[src/rtl/serdesphy_ana_pll_pfd.sv]
// Clocked behavioural phase-frequency detector: synchronises ref/fb clocks, runs a tri-state
// PFD with a timed CLEAR phase, measures phase error in clk cycles and tracks lock.
module serdesphy_ana_pll_pfd #(
    parameter int SYNC_STAGES = 2,
    parameter int RESET_DELAY = 1,
    parameter int LOCK_WINDOW = 2,
    parameter int LOCK_COUNT  = 64
) (
    input  logic       clk,
    input  logic       rst_n,
    input  logic       enable,
    input  logic       ref_clk_in,
    input  logic       fb_clk_in,
    output logic       up_pulse,
    output logic       down_pulse,
    output logic [7:0] phase_err_mag,
    output logic       phase_err_lead,
    output logic       compare_valid,
    output logic       lock_detect
);

    typedef enum logic [1:0] {
        ST_IDLE,
        ST_UP,
        ST_DOWN,
        ST_CLEAR
    } pfdState_t;

    localparam logic [1:0] LP_CLR_LAST = 2'(RESET_DELAY - 1);
    localparam logic [7:0] LP_LOCK     = 8'(LOCK_COUNT);

    logic [SYNC_STAGES-1:0] r_refSync;
    logic [SYNC_STAGES-1:0] r_fbSync;
    logic                   r_refHist;
    logic                   r_fbHist;
    logic                   r_refRise;
    logic                   r_fbRise;

    pfdState_t  r_state;
    pfdState_t  w_nextState;
    logic [7:0] r_errCnt;
    logic [1:0] r_clrCnt;
    logic       r_pendRef;
    logic       r_pendFb;
    logic [7:0] r_phaseErrMag;
    logic       r_phaseErrLead;
    logic       r_compareValid;
    logic [7:0] r_goodCnt;
    logic       r_lockDetect;

    logic       w_refEff;
    logic       w_fbEff;
    logic [7:0] w_errInc;
    logic       w_complete;
    logic [7:0] w_cmpMag;
    logic       w_cmpLead;
    logic       w_exitClear;
    logic       w_inPulse;
    logic       w_errSat;

    // Synchroniser, history flop and registered rising-edge strobes; these never stop.
    always_ff @(posedge clk or negedge rst_n) begin
        if (!rst_n) begin
            r_refSync <= '0;
            r_fbSync  <= '0;
            r_refHist <= 1'b0;
            r_fbHist  <= 1'b0;
            r_refRise <= 1'b0;
            r_fbRise  <= 1'b0;
        end else begin
            r_refSync <= {r_refSync[SYNC_STAGES-2:0], ref_clk_in};
            r_fbSync  <= {r_fbSync[SYNC_STAGES-2:0], fb_clk_in};
            r_refHist <= r_refSync[SYNC_STAGES-1];
            r_fbHist  <= r_fbSync[SYNC_STAGES-1];
            r_refRise <= r_refSync[SYNC_STAGES-1] & ~r_refHist;
            r_fbRise  <= r_fbSync[SYNC_STAGES-1] & ~r_fbHist;
        end
    end

    // Pending flags are only ever set inside CLEAR, so IDLE rules can use the merged view.
    assign w_refEff  = r_pendRef | r_refRise;
    assign w_fbEff   = r_pendFb | r_fbRise;
    assign w_errInc  = (r_errCnt == 8'hFF) ? 8'hFF : r_errCnt + 8'd1;
    assign w_inPulse = (r_state == ST_UP) || (r_state == ST_DOWN);
    assign w_errSat  = w_inPulse && (r_errCnt == 8'hFF);

    always_comb begin
        w_nextState = r_state;
        w_complete  = 1'b0;
        w_cmpMag    = 8'd0;
        w_cmpLead   = 1'b0;
        w_exitClear = 1'b0;
        case (r_state)
            ST_IDLE: begin
                if (w_refEff && !w_fbEff) begin
                    w_nextState = ST_UP;
                end else if (w_fbEff && !w_refEff) begin
                    w_nextState = ST_DOWN;
                end else if (w_refEff && w_fbEff) begin
                    w_complete = 1'b1;
                end
            end
            ST_UP: begin
                if (r_fbRise) begin
                    w_nextState = ST_CLEAR;
                    w_complete  = 1'b1;
                    w_cmpMag    = w_errInc;
                    w_cmpLead   = 1'b1;
                end
            end
            ST_DOWN: begin
                if (r_refRise) begin
                    w_nextState = ST_CLEAR;
                    w_complete  = 1'b1;
                    w_cmpMag    = w_errInc;
                end
            end
            ST_CLEAR: begin
                if (r_clrCnt == LP_CLR_LAST) begin
                    w_exitClear = 1'b1;
                    w_nextState = ST_IDLE;
                    if (w_refEff && !w_fbEff) begin
                        w_nextState = ST_UP;
                    end else if (w_fbEff && !w_refEff) begin
                        w_nextState = ST_DOWN;
                    end else if (w_refEff && w_fbEff) begin
                        w_complete = 1'b1;
                    end
                end
            end
            default: w_nextState = ST_IDLE;
        endcase
    end

    always_ff @(posedge clk or negedge rst_n) begin
        if (!rst_n) begin
            r_state        <= ST_IDLE;
            r_errCnt       <= 8'd0;
            r_clrCnt       <= 2'd0;
            r_pendRef      <= 1'b0;
            r_pendFb       <= 1'b0;
            r_phaseErrMag  <= 8'd0;
            r_phaseErrLead <= 1'b0;
            r_compareValid <= 1'b0;
            r_goodCnt      <= 8'd0;
            r_lockDetect   <= 1'b0;
        end else if (!enable) begin
            r_state        <= ST_IDLE;
            r_errCnt       <= 8'd0;
            r_clrCnt       <= 2'd0;
            r_pendRef      <= 1'b0;
            r_pendFb       <= 1'b0;
            r_phaseErrMag  <= 8'd0;
            r_phaseErrLead <= 1'b0;
            r_compareValid <= 1'b0;
            r_goodCnt      <= 8'd0;
            r_lockDetect   <= 1'b0;
        end else begin
            r_state <= w_nextState;

            if ((w_nextState == ST_UP || w_nextState == ST_DOWN) && (w_nextState != r_state)) begin
                r_errCnt <= 8'd0;
            end else if (w_inPulse) begin
                r_errCnt <= w_errInc;
            end

            r_clrCnt <= (r_state == ST_CLEAR) ? r_clrCnt + 2'd1 : 2'd0;

            if (r_state == ST_CLEAR && !w_exitClear) begin
                r_pendRef <= r_pendRef | r_refRise;
                r_pendFb  <= r_pendFb | r_fbRise;
            end else begin
                r_pendRef <= 1'b0;
                r_pendFb  <= 1'b0;
            end

            r_compareValid <= w_complete;
            if (w_complete) begin
                r_phaseErrMag  <= w_cmpMag;
                r_phaseErrLead <= w_cmpLead;
            end

            // Lock follows the registered compare result, so it lags compare_valid by a cycle.
            if (r_compareValid) begin
                if (int'(r_phaseErrMag) <= LOCK_WINDOW) begin
                    if (r_goodCnt >= LP_LOCK - 8'd1) begin
                        r_goodCnt    <= LP_LOCK;
                        r_lockDetect <= 1'b1;
                    end else begin
                        r_goodCnt <= r_goodCnt + 8'd1;
                    end
                end else begin
                    r_goodCnt    <= 8'd0;
                    r_lockDetect <= 1'b0;
                end
            end
            if (w_errSat) begin
                r_goodCnt    <= 8'd0;
                r_lockDetect <= 1'b0;
            end
        end
    end

    assign up_pulse       = (r_state == ST_UP) || (r_state == ST_CLEAR);
    assign down_pulse     = (r_state == ST_DOWN) || (r_state == ST_CLEAR);
    assign phase_err_mag  = r_phaseErrMag;
    assign phase_err_lead = r_phaseErrLead;
    assign compare_valid  = r_compareValid;
    assign lock_detect    = r_lockDetect;

endmodule
[config.mk]
export PLATFORM = sky130hd
export DESIGN_NAME = serdesphy_ana_pll_pfd
export DESIGN_NICKNAME = d
export VERILOG_FILES = /design/src/rtl/serdesphy_ana_pll_pfd.sv
export SDC_FILE = /design/constraint.sdc
export NUM_CORES = 1
export LEC_CHECK = 0
export CAP_MARGIN = 20
export CORE_MARGIN = 3
export CORE_UTILIZATION = 55
export CTS_CLUSTER_SIZE = 12
export DETAILED_ROUTE_END_ITERATION = 10
export PLACE_DENSITY_LB_ADDON = 0.25
export SLEW_MARGIN = 20
export SYNTH_ARGS = -nofsm -noshare
export SYNTH_HDL_FRONTEND = slang
export SYNTH_SLANG_ARGS = --single-unit
[constraint.sdc]
create_clock -name clk -period 2.2 [get_ports clk]
set_input_delay 0.22 -clock clk [delete_from_list [all_inputs] [get_ports clk]]
set_output_delay 0.22 -clock clk [all_outputs]
set_load 0.1 [all_outputs]
### Word level (Yosys, flattened, before mapping)

Cells that the tools add are included.

* flip-flop bits (word level): 41
* input bits: 5
* output and inout bits: 13

* add/subtract/negate cells: 3
* magnitude comparators: 2
* equal/unequal tests: 11
* muxes and demuxes: 47
* bitwise logic cells: 6
* reduce and logical (&&, ||, !) cells: 16

Operators by type and width (count)
* $mux W8: 13
* $mux W1: 21
* $mux W2: 10
* $add A8 B1 Y8 const B: 2
* $pmux W8 S2: 1
* $eq A8 B8 Y1 const B: 1
* $ge A8 B6 Y1 const B: 1
* $le A8 B2 Y1 const B: 1
* $pmux W2 S4: 1
* $eq A2 B2 Y1 const B: 3
* $logic_and A1 B1 Y1: 6
* $ne A3 B1 Y1 const B: 2
* $eq A2 B1 Y1 const B: 2
* $logic_not A2 Y1: 2
* $logic_or A1 B1 Y1: 4
* $ne A4 B3 Y1 const B: 1
* $pmux W1 S4: 1
* $logic_not A1 Y1: 3
* $add A2 B1 Y2 const B: 1
* $and A1 B1 Y1: 2
* $ne A2 B1 Y1 const B: 1
* $ne A2 B2 Y1: 1
* $not A1 Y1: 2
* $or A1 B1 Y1: 2
* $reduce_and A2 Y1: 1

### Longest topological paths before layout

Gate-level depths: netlist of run 1.

* depth in word-level cells: 12
* depth in mapped cells: 8
* gate-level depth less buffers: 7

### Worst setup path before layout of run 1

Ideal clock, no wire load.

* kind: reg2reg
* start point: register r_errCnt[0]
* end point: register r_goodCnt[2]
* setup time: 0.064 ns
* arrival: 1.933 ns
* data required time: 2.136 ns
* setup slack: 0.203 ns
* stages on the path, launching flop included: 9
* buffers on the path: 2
* period minus slack after synthesis: 1.997 ns
* cells stage by stage: dfrtp_1 ha_1 and4_1 buf_2 and2_1 clkbuf_1 a211o_1 nor4b_1 a21o_1

* longest elaborated chain between the ends: 4
* elaborated cells on any way between the ends: 5
* those cells by class: eq/ne: 2; mux: 2; reduce/logical: 1

RTL lines
* start, declared: line 41 `logic [7:0] r_errCnt;`
* start signal, assigned: line 164 `r_errCnt <= w_errInc;`
* $eq A8 B8 Y1 *: line 85 `assign w_errSat = w_inPulse && (r_errCnt == 8'hFF);`
* $logic_and A1 B1 Y1 *: line 85
* $mux W8: line 197 `if (w_errSat) begin`
* $mux W8: line 147 `end else if (!enable) begin`
* end signal, assigned: line 190 `r_goodCnt <= r_goodCnt + 8'd1;`
* end, declared: line 48 `logic [7:0] r_goodCnt;`

Every way passes the cells marked *; elsewhere a longest branch is shown, timed or not.
A chain may end at the register's enable or synchronous reset.

### Final worst setup path of run 1

* start point: register r_fbRise
* end point: register r_errCnt[0]

* longest elaborated chain between the ends: 11
* elaborated cells on any way between the ends: 19
* those cells by class: eq/ne: 4; mux: 9; bitwise: 1; reduce/logical: 5

RTL lines
* start, declared: line 37 `logic r_fbRise;`
* start signal, assigned: line 76 `r_fbRise <= r_fbSync[SYNC_STAGES-1] & ~r_fbHist;`
* $or A1 B1 Y1: line 82 `assign w_fbEff = r_pendFb | r_fbRise;`
* $logic_and A1 B1 Y1 / $logic_not A1 Y1 (equally long branches)
* $mux W2 / $logic_and A1 B1 Y1 (equally long branches): line 124, 95, 122
* $mux W2: line 122 `if (w_refEff && !w_fbEff) begin`
* $mux W2: line 119 `if (r_clrCnt == LP_CLR_LAST) begin`
* $pmux W2 S4 *: line 93 `case (r_state)`
* $eq A2 B1 Y1 / $eq A2 B2 Y1 (equally long branches): line 161 `if ((w_nextState == ST_UP || w_nextState == ST_DOWN) && (w_nextState != r_state)) begin`
* $logic_or A1 B1 Y1: line 161
* $logic_and A1 B1 Y1 *: line 161
* $mux W8: line 161
* $mux W8: line 147

Marked as above.

==> results of run 1 <==
metrics by stage:
step                      worst slack [ns]  cell area (um2)  utilization, %
after floorplan                      0.203             2070               -
after global placement               0.110             2300            66.5
after global routing               -0.0285             2460            70.8
after detailed placement            0.0379             2300            66.5
final                               0.0844             2460            70.8
after CTS                           0.0160             2420            69.9
worst max path at each step:
| stage | cells after the start | to | slack, ns | from |
|---|---|---|---|---|
| 3_3_place_gp | 5 | r_errCnt[7]$_DFFE_PN0P_ | 0.11 | r_fbRise$_DFF_PN0_ |
| 2_1_floorplan | 8 | r_goodCnt[2]$_DFFE_PN0P_ | 0.20 | r_errCnt[0]$_DFFE_PN0P_ |
| 4_1_cts | 7 | r_errCnt[0]$_DFFE_PN0P_ | 0.02 | r_state[0]$_DFF_PN0_ |
| 3_5_place_dp | 7 | r_errCnt[0]$_DFFE_PN0P_ | 0.04 | r_state[0]$_DFF_PN0_ |
| 5_1_grt | 7 | r_errCnt[4]$_DFFE_PN0P_ | -0.03 | r_state[1]$_DFF_PN0_ |
| 6_report | 5 | r_errCnt[0]$_DFFE_PN0P_ | 0.08 | r_fbRise$_DFF_PN0_ |
state kept, by name, summed over array words and instances (netlist names):
name,flops
r_clrCnt,2
lock_detect,1
r_pendRef,1
r_state,2
r_refHist,1
phase_err_lead,1
r_pendFb,1
r_refRise,1
r_errCnt,8
compare_valid,1
r_goodCnt,8
phase_err_mag,8
r_fbRise,1
r_refSync,2
r_fbHist,1
r_fbSync,2
final cells by class:
class	instances	area [um2]
fill	270	1010
inverter	8	30.0
timing repair buffer	27	220
sequential	41	1030
clock buffer	6	82.6
clock inverter	2	37.5
tap	46	57.6
multi-input combinational	150	1000
cells in the mapped netlist (all sizes together) (2+ instances only):
master / n
dfrtp: 41
nand2: 22
nor2: 14
a21oi: 11
nand3: 10
a211oi: 8
inv: 8
nor3: 8
o21ai: 8
ha: 7
clkbuf: 6
and3: 5
a21o: 4
a22o: 4
and4: 4
or2: 4
and2: 3
nor2b: 3
nor4b: 3
o22ai: 3
a311oi: 2
a31oi: 2
buf: 2
mux2i: 2
nand2b: 2
nand4: 2
o21bai: 2
or3: 2
xor2: 2
kinds of logic after synthesis:
group | count (synthesis) | synth area share [%]
fa+ha+maj | 8 | 4.78
compound gates | 53 | 18.6
simple gates | 83 | 21.1
buf+inv | 16 | 3.09
flops | 41 | 49.6
xor+xnor | 3 | 1.27
mux | 3 | 1.51
timing repair:
item                       4_1_cts  5_1_grt
resized for setup                0        8
setup buffers                    0        1
hold endpoints to repair         0        0
setup endpoints to repair        0        9
power by group through the flow:
| stage | sequential (W) | combinational, W | clock [W] |
|---|---|---|---|
| after floorplan | 0.000799 | 0.000127 | 0 |
| after global placement | 0.000796 | 0.000196 | 0 |
| after detailed placement | 0.000799 | 0.000203 | 0 |
| after CTS | 0.000784 | 0.000204 | 0.000633 |
| after global routing | 0.000787 | 0.000232 | 0.000651 |
| final | 0.000785 | 0.000215 | 0.000620 |
worst reg2reg max path: stages (launching register included):
cell and delay (ns):
dfrtp_1 0.44, or2_4 0.31, maj3_2 0.33, a2111o_1 0.45, a32oi_4 0.35, nor2_1 0.10
per-layer routing:
layer / global-route usage (%) / vias to the layer above
met5: 0 / -
met4: 9.11 / 0
li1: - / 803
met2: 37.3 / 45
met1: 29.1 / 838
met3: 5.32 / 12
==> out/results.txt, run 1 <==
status: complete, no violations
number of max-cap violations: 0
dpl hpwl: 3240 um
ANT cells: 0
via density per instance: 6.06
Finished Layout Cells: 280
Clock Tree Buf Depth: 2
Initial Utilization: 59.6%
Top Family by Delay on Critical Path: compound AO/OA/AOI/OAI gates
metal2 WL: 2180 um
total power draw: 0.00162 W
Synthesized Nets: 219
H-tree levels: 2
WP data required: 2.37 ns
CP max stage cell: a2111o_1
crit end category: register
Num CTS Buffers: 5
Pre-Repair DR Iteration Count: 4
Final Hold Vio Count: 0
DR top layer: met4
grt ovf: 0
commonest non-fill, non-tap cell in the layout: dfrtp_1
Die Footprint: 4530 um2
R2R Setup Slk: 0.08 ns
Synth area leaders: dfrtp_1 50%, ha_1 4.2%, nand2_1 4.0%
Worst-path clk slew: 0.07 ns
crit-path cells: or2_4 -> maj3_2 -> a2111o_1 -> a32oi_4 -> nor2_1
crit path kind: register to register
R2R cell count: 5
Worst Hold Class: input pin to async pin
met1 WL: 2010 um
post-synthesis cell type count: 46
Vias: 1698
RR Startpoint: r_fbRise$_DFF_PN0_
Period Utilization, post-route: 96.2%
CTS Sinks: 41
Yosys top cell area share: 49.6%
buffers plus inverters on the worst setup path: 0
vias in the first global route: 1662
nets@finish: 245
met3 WL post-DR: 229 um
port bufs: 17
sequential cell area fraction in the yosys report: 49.6%
area grow syn2layout: 18.8%
TritonCTS clock tree: done
crit path DAT: 2.28 ns
ys async rst share: 100%
Final setup viols: 0
WL final: 4540 um
Critical Path Fanout Max: 8
max-slew violation count: 0
Flop pwr share: 48.5%
First DRT Iteration DRCs: 137
Slew Limit Headroom: 41.4%
CTS Hold Bufs: 0
first-pass GRT wire length: 7650 um
Clock Power Share: 38.3%
Pleak: 1.16 nW
startpoint types: register
GPL Wtd Cong: 0.832
Gate Count Post-Synth: 207
final setup TNS: 0 ns
pwr/cell area: 660 nW/um2
CTS root buf: clkbuf_8
Post-synth EDFFs: 0
flops & latches, synth: 41
Yosys warning total: 0
clk_skew: 0.00237 ns
reg-to-reg endpoint: r_errCnt[0]$_DFFE_PN0P_
largest net degree at the start of global routing: 42
Fin Hold WS: 0.0431 ns
latest clock arrival within the worst-skew pair: 0.29 ns
Int Power: 0.00122 W
Worst Tran Pin Value: 0.879 ns
layout cells sized above 1: 20.5%
die height: 67.3 um
delay of the slowest cell on the worst path: 0.45 ns
most frequent cells in the layout: 39 x dfrtp_1, 22 x nand2_1, 22 x buf_4
WL per Instance: 16.2 um
Synth Area per Inst: 9.99 um2
highest clock rate: 0.473 GHz
Detail Route Antenna Nets: 0
VDD IR max: 434 uV
Die Wd: 67.3 um
ys flop type: dfrtp_1
# rows: 21
sw frac: 25.0%
GRT Resource Usage Total: 22.8%
Boundary Pins: 18
Post-Syn Area: 2070 um2
NetSw: 0.000405 W
drt drc: 0
Core ar.: 3470 um2
min Tclk post-route: 2.12 ns
antenna violations before repair: 0
Synth area leader: dfrtp_1
placed insts: 271
combinational share of power: 13.2%
(Power assumes the default switching activity.)
==> run 2: changes to the inputs <==
--- a/config.mk
+++ b/config.mk
@@ -6,6 +6,7 @@
 export NUM_CORES = 1
 export LEC_CHECK = 0
 export CAP_MARGIN = 20
+export CORE_ASPECT_RATIO = 1.2
 export CORE_MARGIN = 3
 export CORE_UTILIZATION = 55
 export CTS_CLUSTER_SIZE = 12
==> run 2 against run 1 <==
Against the previous run:
- routed wire length down 4.5%
- first-iteration DRC count down 43%
- sequential power about the same
- core utilization down 0.42 points
- via count down 1.8%
- global-route usage down 0.68 points
- critical path depth up 3
- setup slack better by 0.027 ns
- clock-buffer cell count down 1
- sequential share of layout area about the same
- clock skew up 0.0033 ns
- register-to-register slack better by 0.03 ns
- largest power group unchanged
==> out/results.txt, run 2 (synthesis gave the netlist of run 1 again) <==
status: complete, no violations (unchanged)
Multi-input gate area: 1000 um2 (unchanged)
Num CTS Buffers: 5 (unchanged)
crit-path cells: inv_1 -> ha_1 -> a211oi_1 -> a211oi_2 -> a2111o_1 -> a32oi_4 -> buf_12 -> a211oi_1 (was or2_4 -> maj3_2 -> a2111o_1 -> a32oi_4 -> nor2_1)
sw frac: 28.6% (was 25.0%)
startpoint types: register (unchanged)
Pre-Repair DR Iteration Count: 4 (unchanged)
GPL Wtd Cong: 0.907 (was 0.832)
Vias: 1667 (was 1698)
layout cells sized above 1: 20.4% (was 20.5%)
max-slew violation count: 0 (unchanged)
Initial Utilization: 59.4% (was 59.6%)
area grow syn2layout: 18.5% (was 18.8%)
NetSw: 0.000431 W (was 0.000405 W)
crit path DAT: 2.27 ns (was 2.28 ns)
Int Power: 0.00108 W (was 0.00122 W)
Clock Power Share: 33.2% (was 38.3%)
CP max stage cell: dfrtp_1 (was a2111o_1)
Finished Layout Cells: 285 (was 280)
commonest non-fill, non-tap cell in the layout: dfrtp_1 (unchanged)
latest clock arrival within the worst-skew pair: 0.30 ns (was 0.29 ns)
Slew Limit Headroom: 40.9% (was 41.4%)
nets@finish: 246 (was 245)
CTS root buf: clkbuf_8 (unchanged)
Final setup viols: 0 (unchanged)
first-pass GRT wire length: 7430 um (was 7650 um)
delay of the slowest cell on the worst path: 0.40 ns (was 0.45 ns)
most frequent cells in the layout: 40 x dfrtp_1, 22 x nand2_1, 22 x buf_4 (was 39 x dfrtp_1, 22 x nand2_1, 22 x buf_4)
port bufs: 17 (unchanged)
number of max-cap violations: 0 (unchanged)
RR Startpoint: r_state[1]$_DFF_PN0_ (was r_fbRise$_DFF_PN0_)
antenna violations before repair: 0 (unchanged)
Clock Tree Buf Depth: 2 (unchanged)
R2R cell count: 8 (was 5)
Fin Hold WS: 0.0371 ns (was 0.0431 ns)
vias in the first global route: 1596 (was 1662)
Final Hold Vio Count: 0 (unchanged)
utilization after layout: 70.4% (was 70.8%)
WL final: 4330 um (was 4540 um)
Die Wd: 62.0 um (was 67.3 um)
crit end category: register (unchanged)
reg-to-reg endpoint: r_errCnt[1]$_DFFE_PN0P_ (was r_errCnt[0]$_DFFE_PN0P_)
pwr/cell area: 614 nW/um2 (was 660 nW/um2)
CTS Sinks: 41 (unchanged)
Worst-path clk slew: 0.08 ns (was 0.07 ns)
most used cell along the critical path: a211oi_1
TritonCTS clock tree: done (unchanged)
Fill cells: 270 (unchanged)
placed insts: 276 (was 271)
dpl hpwl: 3140 um (was 3240 um)
CTS Hold Bufs: 0 (unchanged)
GRT Resource Usage Total: 22.1% (was 22.8%)
final setup TNS: 0 ns (unchanged)
ANT cells: 0 (unchanged)
R2R Setup Slk: 0.11 ns (was 0.08 ns)
min Tclk post-route: 2.09 ns (was 2.12 ns)
Detail Route Antenna Nets: 0 (unchanged)
Pleak: 1.15 nW (was 1.16 nW)
WP data required: 2.38 ns (was 2.37 ns)
crit path kind: register to register (unchanged)
# rows: 23 (was 21)
combinational share of power: 14.8% (was 13.2%)
Worst Tran Pin Value: 0.887 ns (was 0.879 ns)
Boundary Pins: 18 (unchanged)
Flop pwr share: 52.0% (was 48.5%)
Core ar.: 3480 um2 (was 3470 um2)
Critical Path Fanout Max: 8 (unchanged)
grt ovf: 0 (unchanged)
H-tree levels: 2 (unchanged)
via density per instance: 5.85 (was 6.06)
die height: 73.2 um (was 67.3 um)
WL per Instance: 15.2 um (was 16.2 um)
drt drc: 0 (unchanged)
clk_skew: 0.00563 ns (was 0.00237 ns)
largest net degree at the start of global routing: 42 (unchanged)
Die Footprint: 4540 um2 (was 4530 um2)
Period Utilization, post-route: 94.9% (was 96.2%)
VDD IR max: 509 uV (was 434 uV)
highest clock rate: 0.479 GHz (was 0.473 GHz)
First DRT Iteration DRCs: 78 (was 137)
Storage cell area: 1030 um2 (about the same)
Worst Hold Class: input pin to async pin (unchanged)
-- run 2: worst max path at each step --
stage | cells after the start | from | to
after detailed placement | 7 | r_state[0]$_DFF_PN0_ | r_errCnt[7]$_DFFE_PN0P_
final | 8 | r_state[1]$_DFF_PN0_ | r_errCnt[1]$_DFFE_PN0P_
after CTS | 7 | r_state[0]$_DFF_PN0_ | r_errCnt[7]$_DFFE_PN0P_
after floorplan | 8 | r_errCnt[0]$_DFFE_PN0P_ | r_goodCnt[2]$_DFFE_PN0P_
after global placement | 5 | r_fbRise$_DFF_PN0_ | r_errCnt[6]$_DFFE_PN0P_
after global routing | 9 | r_state[0]$_DFF_PN0_ | r_errCnt[1]$_DFFE_PN0P_
-- run 2: what timing repair did --
action | CTS | global route
gates resized for setup | 0 | 6
endpoints found under the setup margin | 0 | 8
setup buffers | 0 | 1
-- run 2: cell type report --
cell class	count	area share (%)
tap	50	2.55
clock inverter	3	0.919
inverter	8	1.23
timing repair buffer	28	9.80
multi-input combinational	150	40.8
sequential	41	41.9
clock buffer	5	2.81
-- run 2: worst max-delay path, delay by kind of cell (launching register included) --
family / cells / cell delay, ns
fa+ha+maj: 1 / 0.27
buf+inv: 2 / 0.25
flops: 1 / 0.40
compound gates: 5 / 1.05
-- run 2: through the flow --
stage | total power, W | setup WS [ns] | instance area, um2
final | 0.00151 | 0.112 | 2450
after global routing | 0.00158 | -0.0144 | 2450
after CTS | 0.00150 | 0.0483 | 2410
after detailed placement | 0.00100 | 0.0969 | 2320
after global placement | 0.000993 | 0.169 | 2320
after floorplan | 0.000926 | 0.203 | 2070
-- run 2: routing by layer --
metal  vias up  GRT usage [%]  share of wire, %
met5         -              0                 0
met3        13           4.42               3.3
met4         0           10.1               3.0
met2        40           34.4                52
met1       804           28.9                42
li1        810              -                 -
-- run 2: power groups by stage --
stage / Clock [W] / Combinational, W / Sequential [W]
2_1_floorplan: 0 / 0.000127 / 0.000799
3_3_place_gp: 0 / 0.000197 / 0.000796
3_5_place_dp: 0 / 0.000204 / 0.000797
4_1_cts: 0.000516 / 0.000205 / 0.000782
5_1_grt: 0.000547 / 0.000243 / 0.000785
6_report: 0.000500 / 0.000224 / 0.000783
==> RTL change 1, RTL diff (config.mk and constraints of run 1) <==
The 4 states of `pfdState_t` get a Gray code encoding in 2 bits.
--- a/src/rtl/serdesphy_ana_pll_pfd.sv
+++ b/src/rtl/serdesphy_ana_pll_pfd.sv
@@ -20,10 +20,10 @@
 );
 
     typedef enum logic [1:0] {
-        ST_IDLE,
-        ST_UP,
-        ST_DOWN,
-        ST_CLEAR
+        ST_IDLE  = 2'b00,
+        ST_UP    = 2'b01,
+        ST_DOWN  = 2'b11,
+        ST_CLEAR = 2'b10
     } pfdState_t;
 
     localparam logic [1:0] LP_CLR_LAST = 2'(RESET_DELAY - 1);
Check against the original RTL: same outputs for any inputs over 10 cycles, from zero or initial values and one cycle with rst_n low; not proved beyond that.
==> RTL change 1 against run 1 <==
Setup slack worse by 0.072 ns. Synthesized cell count is 4.3% higher. Clock skew is 0.0054 ns higher. Final area is 8.9% higher. First-iteration DRC count is 3.6% higher. Synthesized area is 1.9% higher. Sequential power is 3.8% higher. Non-clock buffer count is 15 higher. Global-route usage is 0.53 points lower. Routed wire length is 2.2% higher. Power is 12% higher. Sequential cell count stayed put.
==> RTL change 1: results <==
metrics = {
    "synthesis": {
        "syn_avg_cell_area_um2": 9.75,
        "synth_common_cells": "dfrtp_1 (41), nor2_1 (28), nand2_1 (27), ha_1 (11), nand3_1 (11)",
        "synthTopCellsByArea": "dfrtp_1 (49%), ha_1 (6.5%), nor2_1 (5.0%), nand2_1 (4.8%), mux2i_1 (2.9%)",
        "ys_seq_area_share_pct": 48.7,
        "post_synth_num_cell_types": 45,
        "syn_nets": 232,
    },
    "clock_tree": {
        "ctsHoldBuffers": 1,
        "h-tree-depth": 2,
        "numCtsBuffers": 5,
        "cts_resized": 3,
    },
    "grt": {
        "antenna_found_initial": 0,
        "grt.met3_usage_pct": 4.43,
        "grt_max_degree": 32,
        "grt_first_pass_wirelength_mm": 7.74,
        "gr-usage-met1_pct": 28.9,
        "grt_use_met2_pct": 38.3,
        "grt_pass1_vias": 1708,
        "grt_usage_pct": 22.2,
    },
    "cells_and_area": {
        "clkCellAreaFrac_pct": 4.35,
        "numSequentialCells": 41,
        "fillers": 251,
        "stdcell_count": 309,
        "drive_gt1_share_pct": 25.1,
        "n_all_inverters": 10,
        "finalNetCount": 278,
        "seq_area_share_pct": 38.5,
        "regArea_mm2": 0.00103,
        "multi_input_area_mm2": 0.00108,
        "nNonClkBuffers": 42,
        "signal_buffer_area_fraction_pct": 13.1,
        "clkbuf_count": 7,
        "comb.multi_input.count": 162,
        "diodes": 0,
    },
    "die": {
        "die-width_um": 67.9,
    },
    "routing": {
        "drt_iter0_drc": 142,
        "routed_wl_mm": 4.64,
        "via_per_inst": 5.72,
    },
    "hold_path": {
        "hold_path.class": "flop to flop",
    },
    "placed_design": {
        "detailed_place.area_mm2": 0.00248,
        "place_inst": 299,
        "dpl.hpwl_mm": 3.33,
        "place_ws_ns": -0.118,
        "place.gp.congestion": 0.897,
    },
    "critical_path": {
        "crit_slowest_cell": "dfrtp_1",
        "worst_ep_arrival_time_ns": 2.38,
        "cpPeakStageDelay_ns": 0.42,
        "cp_max_fo": 8,
    },
    "outcome": {
        "outcome": "finished clean",
    },
    "sta": {
        "setup_viol": 0,
        "clock-skew-final_ns": 0.00772,
        "slew_headroom_pct": 55.1,
    },
    "pwr": {
        "p_sw_mw": 0.501,
        "intPower_mw": 1.31,
        "p_clk_share_pct": 33.6,
        "power_leakage_nw": 1.25,
        "seqPwrFrac_pct": 44.9,
        "ir_drop_v": 0.000577,
    },
}
-- RTL change 1: changes by cell type after synthesis, sizes merged, moves of 4 or more --
| cell | delta |
|---|---|
| mux2i | +4 |
| nor2b | +4 |
| a21o | -4 |
| nand2 | +5 |
| a21oi | -6 |
| a211oi | -6 |
| ha | +4 |
| nor2 | +14 |
-- RTL change 1: cells by family (layout without fill, tap and decap cells) --
| family | count (synthesis) | after routing | synth area share (%) |
|---|---|---|---|
| compound gates | 36 | 36 | 12.7 |
| xor+xnor | 3 | 3 | 1.25 |
| fa+ha+maj | 11 | 11 | 6.53 |
| buf+inv | 13 | 60 | 2.32 |
| flops | 41 | 41 | 48.7 |
| mux | 8 | 8 | 3.92 |
| simple gates | 104 | 104 | 24.6 |
-- RTL change 1: worst paths after layout --
kind | slack (ns) | endpoint | start | cells after the start
min in group asynchronous | 0.51 | r_pendRef$_DFF_PN0_ | rst_n | 2
min | 0.35 | r_refSync[1]$_DFF_PN0_ | r_refSync[0]$_DFF_PN0_ | 0
min reg2reg | 0.35 | r_refSync[1]$_DFF_PN0_ | r_refSync[0]$_DFF_PN0_ | 0
max in group asynchronous | 1.13 | r_state[1]$_DFF_PN0_ | rst_n | 3
max | 0.01 | r_errCnt[0]$_DFFE_PN0P_ | r_state[0]$_DFF_PN0_ | 8
max reg2reg | 0.01 | r_errCnt[0]$_DFFE_PN0P_ | r_state[0]$_DFF_PN0_ | 8
-- RTL change 1: per-layer routing --
| layer | wire length, um | part of all wire (%) |
|---|---|---|
| met5 | 0 | 0 |
| met4 | 40 | 0.86 |
| met3 | 159 | 3.4 |
| met2 | 2300 | 49 |
| met1 | 2140 | 46 |
==> RTL change 2, RTL diff (settings of run 1) <==
Made on the original files. Change the parameter `SYNC_STAGES` from 2 to 4.
--- a/src/rtl/serdesphy_ana_pll_pfd.sv
+++ b/src/rtl/serdesphy_ana_pll_pfd.sv
@@ -1,7 +1,7 @@
 // Clocked behavioural phase-frequency detector: synchronises ref/fb clocks, runs a tri-state
 // PFD with a timed CLEAR phase, measures phase error in clk cycles and tracks lock.
 module serdesphy_ana_pll_pfd #(
-    parameter int SYNC_STAGES = 2,
+    parameter int SYNC_STAGES = 4,
     parameter int RESET_DELAY = 1,
     parameter int LOCK_WINDOW = 2,
     parameter int LOCK_COUNT  = 64
Function: changed (a bounded check fails within 10 cycles, from zero or initial values and one cycle with rst_n low).
==> RTL change 2 against run 1 <==
Power increased by 6.6%. Sequential cell count is 4 higher. First-iteration DRC count down 18%. Fmax grew 1.5%. Synthesized area is 4.6% higher. Routed wire length fell by 5.1%. Final area grew 3.7%. Setup slack gained 0.030 ns. Highest routed layer unchanged.
==> RTL change 2: results <==
metrics = {
    "synthesis": {
        "synth_compound_area_share_pct": 18.2,
        "synth_common_cells": "dfrtp_1 (45), nor2_1 (21), a21oi_1 (14), nand2_1 (14), inv_1 (11)",
        "yosys.area_share.adder_pct": 4.05,
        "syn_inst": 207,
        "synthXorXnorAreaFrac_pct": 1.21,
        "post_synth_num_cell_types": 44,
        "ys_seq_area_share_pct": 52.1,
        "synthTopCellsByArea": "dfrtp_1 (52%), ha_1 (4.0%), nor2_1 (3.6%), a21oi_1 (3.2%), a22o_1 (3.2%)",
        "synth.area.mux_share_pct": 2.37,
    },
    "outcome": {
        "outcome": "finished clean",
    },
    "routing": {
        "highest_layer": "met4",
        "routed_wl_mm": 4.31,
        "drt_iter0_drc": 113,
        "num_vias": 1692,
        "wl_met1_mm": 1.88,
        "dr_wl_met2_mm": 2.22,
        "wl_met3_um": 159,
    },
    "grt": {
        "grt_max_degree": 25,
        "grt_first_pass_wirelength_mm": 7.35,
        "grt_pass1_vias": 1639,
        "gr-usage-met1_pct": 24.9,
        "grt.met3_usage_pct": 5.35,
        "grt_use_met2_pct": 35.9,
    },
    "placed_design": {
        "place_inst": 273,
        "place.gp.congestion": 0.958,
        "detailed_place.area_mm2": 0.00240,
        "place_ws_ns": 0.000611,
        "dpl.hpwl_mm": 3.16,
    },
    "cells_and_area": {
        "fillers": 277,
        "numSequentialCells": 45,
        "clkCellAreaFrac_pct": 4.67,
        "stdcell_count": 282,
        "drive_gt1_share_pct": 17.5,
        "multi_input_area_share_pct": 39.0,
        "nNonClkBuffers": 23,
        "regArea_mm2": 0.00113,
        "n_all_inverters": 11,
        "comb.multi_input.count": 147,
        "signal_buffer_area_fraction_pct": 8.06,
    },
    "critical_path": {
        "crit_slowest_cell": "dfrtp_2",
        "critPathCapture": "r_errCnt[2]$_DFFE_PN0P_",
        "worst_ep_arrival_time_ns": 2.26,
        "rrSetupSlack_ns": 0.11,
        "crit_path_start": "r_state[0]$_DFF_PN0_",
        "cpPeakStageDelay_ns": 0.48,
        "reg2regPathDepth": 6,
        "r2r_end": "r_errCnt[2]$_DFFE_PN0P_",
    },
    "sta": {
        "finalCritPeriodShare_pct": 94.8,
        "slew_headroom_pct": 60.9,
        "clock-skew-final_ns": 0.00563,
    },
    "pwr": {
        "power_leakage_nw": 1.16,
        "ir_drop_v": 0.000567,
        "intPower_mw": 1.27,
    },
    "clock_tree": {
        "cts_setup_buffers": 0,
        "clk_pin_slew_ns": 0.09,
    },
    "die": {
        "well_tap_count": 48,
    },
    "hold_path": {
        "hold_path.class": "input port to flop",
    },
}
RTL change 2: cell count changes after synthesis, sizes merged, moves of 4 or more:
cell   change
dfrtp      +4
nand3      -5
a22o       +4
a21o       -4
nor2       +7
nand2      -8
RTL change 2: worst max-delay path, delay by kind of cell (launching register included):
kind	cells	cell delay (ns)
compound gates	4	1.10
flops	1	0.48
fa+ha+maj	1	0.29
simple gates	1	0.10
RTL change 2: power by group through the flow:
| stage | registers (mW) | logic (mW) | clock network, mW |
|---|---|---|---|
| after floorplan | 0.880 | 0.137 | 0 |
| after global placement | 0.877 | 0.208 | 0 |
| after detailed placement | 0.879 | 0.213 | 0 |
| after CTS | 0.863 | 0.217 | 0.657 |
| after global routing | 0.866 | 0.244 | 0.703 |
| final | 0.863 | 0.222 | 0.641 |
RTL change 2: kinds of logic (layout without fill, tap and decap cells):
group	after synthesis	in the layout
adders and majority gates	7	7
DFF	45	45
buffers and inverters	15	42
muxes	5	5
xor gates and xnor gates	3	3
AOI/OAI and AO/OA	51	51
and+or+nand+nor	81	81
RTL change 2: what timing repair did:
action,in CTS,in global routing
endpoints found under the hold margin,21,0
hold buffers,1,0
resized for setup,1,4
pin swaps,0,1
endpoints found under the setup margin,8,16
RTL change 2: worst min path at each step:
stage                         endpoint  slack [ns]  cells after the start
3_3_place_gp     r_clrCnt[0]$_DFF_PN0_        0.21                      1
6_report         r_fbSync[0]$_DFF_PN0_        0.35                      1
5_1_grt         r_refSync[0]$_DFF_PN0_        0.35                      1
4_1_cts          r_fbSync[0]$_DFF_PN0_        0.34                      1
2_1_floorplan  compare_valid$_DFF_PN0_       -0.08                      0
3_5_place_dp     r_clrCnt[0]$_DFF_PN0_        0.22                      1
